**src/rtl/nice_iter_pkg.sv**
```systemverilog
// Shared types and helpers for the nice_seq_iterator slice: FSM state encoding,
// default sizes and the wrap-around index step.
package nice_iter_pkg;

    typedef enum logic [1:0] {
        IDLE  = 2'd0,
        RUN   = 2'd1,
        DRAIN = 2'd2
    } iter_state_e;

    localparam int DEF_DATA_W = 32;
    localparam int DEF_IDX_W  = 8;
    localparam int DEF_DEPTH  = 1 << DEF_IDX_W;
    localparam int MAX_IDX_W  = 16;

    function automatic int depth_of(input int unsigned idx_w);
        return 1 << idx_w;
    endfunction

    // Next index one step forward or backward, wrapped modulo 2**idx_w.
    function automatic logic [MAX_IDX_W-1:0] idx_step(
        input logic [MAX_IDX_W-1:0] idx,
        input logic                 rev,
        input int unsigned          idx_w
    );
        logic [MAX_IDX_W-1:0] nxt;
        logic [MAX_IDX_W-1:0] mask;
        nxt  = rev ? (idx - MAX_IDX_W'(1)) : (idx + MAX_IDX_W'(1));
        mask = MAX_IDX_W'(depth_of(idx_w) - 1);
        return nxt & mask;
    endfunction

endpackage

```
**src/rtl/nice_iter_fifo2.sv**
```systemverilog
// Two-entry registered FIFO holding elements between the store read port and
// the consumer; head entry is presented directly as pop data.
module nice_iter_fifo2 #(
    parameter int DATA_W = 32
) (
    input  logic              clk,
    input  logic              rst,
    input  logic              push,
    input  logic [DATA_W-1:0] push_data,
    input  logic              pop,
    output logic [DATA_W-1:0] head_data,
    output logic [1:0]        count
);

    logic [DATA_W-1:0] mem [2];
    logic              wr_ptr;
    logic              rd_ptr;
    logic              do_push;
    logic              do_pop;

    // A push into a full buffer is only legal when it coincides with a pop.
    assign do_pop    = pop && (count != 2'd0);
    assign do_push   = push && ((count != 2'd2) || do_pop);
    assign head_data = mem[rd_ptr];

    always_ff @(posedge clk) begin
        if (rst) begin
            mem[0] <= '0;
            mem[1] <= '0;
            wr_ptr <= 1'b0;
            rd_ptr <= 1'b0;
            count  <= 2'd0;
        end else begin
            if (do_push) begin
                mem[wr_ptr] <= push_data;
                wr_ptr      <= ~wr_ptr;
            end
            if (do_pop) begin
                rd_ptr <= ~rd_ptr;
            end
            case ({do_push, do_pop})
                2'b10:   count <= count + 2'd1;
                2'b01:   count <= count - 2'd1;
                default: count <= count;
            endcase
        end
    end

endmodule

```
**src/rtl/nice_seq_iterator.sv**
```systemverilog
// Iterator stage streaming elements of an indexed store out on valid/ready.
// Optional reverse walking is enabled by defining NICE_ITER_REVERSE_EN.
module nice_seq_iterator
    import nice_iter_pkg::*;
#(
    parameter int DATA_W = DEF_DATA_W,
    parameter int IDX_W  = DEF_IDX_W
) (
    input  logic              clk,
    input  logic              rst,
    input  logic              start_valid,
    output logic              start_ready,
    input  logic [IDX_W-1:0]  start_idx,
    input  logic [IDX_W:0]    start_len,
`ifdef NICE_ITER_REVERSE_EN
    input  logic              start_rev,
`endif
    output logic              rd_en,
    output logic [IDX_W-1:0]  rd_idx,
    input  logic [DATA_W-1:0] rd_data,
    output logic              out_valid,
    input  logic              out_ready,
    output logic [DATA_W-1:0] out_data,
    output logic              out_last,
    output logic              busy,
    output logic              done
);

    iter_state_e       state_q;
    iter_state_e       state_d;
    logic [IDX_W-1:0]  idx_q;
    logic [IDX_W-1:0]  idx_next;
    logic [IDX_W:0]    rem_rd_q;
    logic [IDX_W:0]    rem_out_q;
    logic              inflight_q;
    logic              zero_done_q;
    logic              step_rev;
    logic              start_fire;
    logic              pop;
    logic              last_rd;
    logic              last_pop;
    logic [1:0]        fifo_count;
    logic [2:0]        credit_used;
    logic              issue_ok;

`ifdef NICE_ITER_REVERSE_EN
    logic dir_q;

    always_ff @(posedge clk) begin
        if (rst) begin
            dir_q <= 1'b0;
        end else if (start_fire && (start_len != '0)) begin
            dir_q <= start_rev;
        end
    end

    assign step_rev = dir_q;
`else
    assign step_rev = 1'b0;
`endif

    assign start_ready = (state_q == IDLE);
    assign busy        = (state_q != IDLE);
    assign start_fire  = start_valid && start_ready;
    assign idx_next    = IDX_W'(idx_step(MAX_IDX_W'(idx_q), step_rev, IDX_W));

    assign out_valid = (fifo_count != 2'd0);
    assign pop       = out_valid && out_ready;
    assign out_last  = out_valid && (rem_out_q == (IDX_W+1)'(1));

    // Credits count buffered plus in-flight elements; a same-cycle pop frees
    // one, which is what sustains one read per cycle without backpressure.
    assign credit_used = {1'b0, fifo_count} + {2'b00, inflight_q} - {2'b00, pop};
    assign issue_ok    = (credit_used < 3'd2);

    assign rd_en    = (state_q == RUN) && issue_ok;
    assign rd_idx   = idx_q;
    assign last_rd  = rd_en && (rem_rd_q == (IDX_W+1)'(1));
    assign last_pop = pop && (rem_out_q == (IDX_W+1)'(1));

    always_comb begin
        state_d = state_q;
        done    = zero_done_q;
        case (state_q)
            IDLE: begin
                if (start_fire && (start_len != '0)) begin
                    state_d = RUN;
                end
            end
            RUN: begin
                if (last_rd) begin
                    state_d = DRAIN;
                end
            end
            DRAIN: begin
                if (last_pop) begin
                    state_d = IDLE;
                    done    = 1'b1;
                end
            end
            default: state_d = IDLE;
        endcase
    end

    // A read issued in the reset cycle returns afterwards; clearing the
    // in-flight flag is what keeps that stale word out of the buffer.
    always_ff @(posedge clk) begin
        if (rst) begin
            state_q     <= IDLE;
            idx_q       <= '0;
            rem_rd_q    <= '0;
            rem_out_q   <= '0;
            inflight_q  <= 1'b0;
            zero_done_q <= 1'b0;
        end else begin
            state_q     <= state_d;
            inflight_q  <= rd_en;
            zero_done_q <= start_fire && (start_len == '0);
            if (start_fire && (start_len != '0)) begin
                idx_q     <= start_idx;
                rem_rd_q  <= start_len;
                rem_out_q <= start_len;
            end else begin
                if (rd_en) begin
                    idx_q    <= idx_next;
                    rem_rd_q <= rem_rd_q - (IDX_W+1)'(1);
                end
                if (pop) begin
                    rem_out_q <= rem_out_q - (IDX_W+1)'(1);
                end
            end
        end
    end

    nice_iter_fifo2 #(
        .DATA_W (DATA_W)
    ) u_fifo (
        .clk       (clk),
        .rst       (rst),
        .push      (inflight_q),
        .push_data (rd_data),
        .pop       (pop),
        .head_data (out_data),
        .count     (fifo_count)
    );

endmodule

```
**config.mk**
```make
export PLATFORM = sky130hd
export DESIGN_NAME = nice_seq_iterator
export DESIGN_NICKNAME = d
export VERILOG_FILES = /design/src/rtl/nice_iter_pkg.sv /design/src/rtl/nice_iter_fifo2.sv /design/src/rtl/nice_seq_iterator.sv
export SDC_FILE = /design/constraint.sdc
export NUM_CORES = 1
export LEC_CHECK = 0
export CAP_MARGIN = 20
export CORE_ASPECT_RATIO = 1.5
export CORE_UTILIZATION = 55
export DETAILED_ROUTE_END_ITERATION = 8
export PLACE_DENSITY = 0.95
export SYNTH_ARGS = -nofsm -noshare
export SYNTH_HDL_FRONTEND = slang
export SYNTH_SLANG_ARGS = --single-unit
```
**constraint.sdc**
```tcl
create_clock -name clk -period 11.4 [get_ports clk]
set_clock_uncertainty 0.15 [all_clocks]
set_input_delay 2.85 -clock clk [delete_from_list [all_inputs] [get_ports clk]]
set_output_delay 2.85 -clock clk [all_outputs]
set_load 0.02 [all_outputs]
```
==> flow_metrics.py <==
metrics = {
    "synthesis": {
        "synth_cell_types": 60,
        "synth_warnings": 0,
        "yosys.area.top_type": "edfxtp_1",
        "synth_top_cell_area_share_pct": 40.82,
        "syn-num-nets": 469,
        "synth.top_cells.by_count": "and2_1, edfxtp_1, dfxtp_1",
        "ys_seq_area_share_pct": 55.70,
        "synth_edf_count": 64,
        "synth_area_leaders": "edfxtp_1, dfxtp_1, and2_1",
        "syn_avg_cell_area_um2": 11.51,
        "synth-main-ff-cell": "edfxtp_1",
        "synthArstFlopShare_pct": 0,
        "synthCells": 409,
        "syn_area_um2": 4708,
        "synth_seq_cells": 99,
    },
    "final_layout": {
        "syn2layout_area_growth_pct": 28.73,
        "drive_gt1_share_pct": 14.20,
        "final_util_pct": 72.48,
        "antenna_cells": 0,
        "n_fill_cell": 564,
        "nNetsFinal": 562,
    },
    "detailed_routing": {
        "wl_mm": 10.73,
        "first_pass_iters": 4,
        "drc_errors": 0,
        "dr_wl_met2_mm": 5.744,
        "antenna_left": 0,
        "wl_met3_um": 599,
        "highest_layer": "met4",
        "wl_met1_mm": 3.960,
        "vias": 3604,
        "wl_per_cell_um": 17.47,
        "via_per_inst": 5.870,
        "initialDrtViolationCount": 197,
    },
    "clocking": {
        "clk_latency_ns": 0.33,
        "cts-root-buf": "clkbuf_16",
        "clk_path_buf_depth": 2,
        "cts_sinks": 99,
        "cts_tree": "done",
        "cts.repair.resized": 0,
        "ctsHoldBuffers": 0,
        "clkSlewWorstSetupHoldPaths_ns": 0.07,
        "cts-buffers-inserted": 9,
        "htree_levels": 3,
        "cts_setup_buffers": 0,
    },
    "placement": {
        "dp_slack_ns": 2.069,
        "port_buffers": 98,
        "hpwl_mm": 7.466,
        "gp_congestion": 0.8902,
    },
    "power_and_ir_drop": {
        "power.density_nw_per_um2": 141.7,
        "leakage_nw": 2.204,
        "vdd_ir_drop_max_mv": 0.09077,
        "p_total_mw": 0.8586,
    },
    "setup_path": {
        "critPathMaxFanout": 13,
        "startpoint_type": "input pin",
        "crit_required_ns": 8.40,
        "critical_path_arrival_ns": 6.40,
        "path_class": "input pin to primary output",
        "critPathCaptureType": "primary output",
    },
    "hold_path": {
        "worstHoldPathType": "flip-flop to flip-flop",
    },
    "timing": {
        "timing_max_transition_violations_final": 0,
        "setup_viol": 0,
        "fin_crit_ns": 9.398,
        "worstMarginPinSlew_ns": 0.9550,
        "rsz0062_at_grt": "false",
        "final_hold_viol_count": 0,
        "setup_ws_ns": 2.002,
        "hold_slack_ns": 0.3816,
        "maxSlewHeadroom_pct": 36.17,
        "tns_ns": 0,
        "max_freq_mhz": 106.4,
        "post-route-period-util_pct": 82.44,
    },
    "grt": {
        "grt_pass1_wl_mm": 17.06,
        "grt_pass1_vias": 3497,
        "grtUsageTotal_pct": 24.95,
        "antenna_found_initial": 0,
        "overflow": 0,
        "grt_max_degree": 40,
    },
    "floorplanning": {
        "io_pins": 99,
        "dieArea_um2": 8942,
        "num_rows": 41,
        "die_h_um": 115.3,
        "initial_core_util_pct": 56.31,
        "core_area_um2": 8362,
        "fp.dieW_um": 77.55,
    },
    "flow_run": {
        "maxCapViolations": 0,
    },
    "run_status": {
        "status": "complete, no violations",
    },
}
## state kept, by name, indices dropped and copies added, names as in the netlist, named ones only
register	count
zero_done_q	1
rd_idx	8
u_fifo.count	2
inflight_q	1
rem_out_q	9
u_fifo.mem	64
u_fifo.rd_ptr	1
state_q	2
rem_rd_q	9
u_fifo.wr_ptr	1
## worst paths after layout
check | startpoint | cells after the start | slack, ns | endpoint
setup / recovery | out_ready | 10 | 2.00 | rd_en
hold / removal | rem_rd_q[5]$_SDFFE_PP0P_ | 2 | 0.38 | rem_rd_q[5]$_SDFFE_PP0P_
setup reg to reg | u_fifo.count[1]$_SDFFE_PP0P_ | 10 | 7.65 | rd_idx[0]$_SDFFE_PP0P_
hold reg to reg | rem_rd_q[5]$_SDFFE_PP0P_ | 2 | 0.38 | rem_rd_q[5]$_SDFFE_PP0P_
## layer usage
metal  global-route usage [%]  vias up
met5                        0        -
li1                         -     1679
met3                    5.317       33
met2                    46.08      172
met4                    11.82        0
met1                    26.95     1720
## metrics by stage
| stage | cell area (um2) | cells |
|---|---|---|
| 5_1_grt | 6061 | 614 |
| 3_5_place_dp | 5791 | 598 |
| 6_report | 6061 | 614 |
| 3_3_place_gp | 5791 | 598 |
| 4_1_cts | 6061 | 614 |
| 2_1_floorplan | 4708 | 409 |
## worst max-delay path, cell delays in order
cell,delay (ns)
clkdlybuf4s50_1,0.49
o21ai_2,0.21
inv_1,0.19
ha_1,0.31
nand2b_1,0.16
fa_1,0.54
and3b_1,0.27
nand2_1,0.30
inv_1,0.38
clkdlybuf4s50_1,0.69
## final cells by class
class | count | area [um2] | share of cell area [%]
Clock buffer | 10 | 229.0 | 3.778
Clock inverter | 6 | 41.29 | 0.6813
Inverter | 9 | 33.78 | 0.5574
Multi-Input combinational cell | 281 | 1989 | 32.82
Sequential cell | 99 | 2623 | 43.27
Tap cell | 107 | 133.9 | 2.209
Timing Repair Buffer | 102 | 1011 | 16.68
## where the power goes
| part | leakage, nW | switching (mW) | internal (mW) |
|---|---|---|---|
| sequential | 0.954 | 0.0176 | 0.406 |
| combinational | 1.12 | 0.0801 | 0.0770 |
| clock | 0.127 | 0.129 | 0.148 |
## kinds of logic after synthesis
logic type / after synthesis / synth area share, %
xor+xnor: 12 / 2.392
flops: 99 / 55.70
simple gates: 171 / 20.86
mux: 33 / 7.866
fa+ha+maj: 7 / 2.020
buf+inv: 29 / 2.498
compound gates: 58 / 8.664
## layout by cell type (no fill, tap or decap), drive strengths merged, types with 5 or more instances in the layout
cell type / Yosys / final
or4: 6 / 6
a21oi: 10 / 10
nand3: 13 / 13
clkdlybuf4s50: 0 / 98
xnor2: 9 / 9
nor2: 21 / 21
nand2: 20 / 20
o21ai: 7 / 7
and2: 64 / 64
nand2b: 5 / 5
or2: 6 / 6
clkbuf: 12 / 10
nor4: 6 / 6
mux2: 32 / 32
dfxtp: 35 / 35
edfxtp: 64 / 64
ha: 6 / 6
inv: 9 / 10
nor3: 12 / 12
a31oi: 12 / 12
a211oi: 7 / 7
Note: power is estimated with default switching activity, not from simulation.
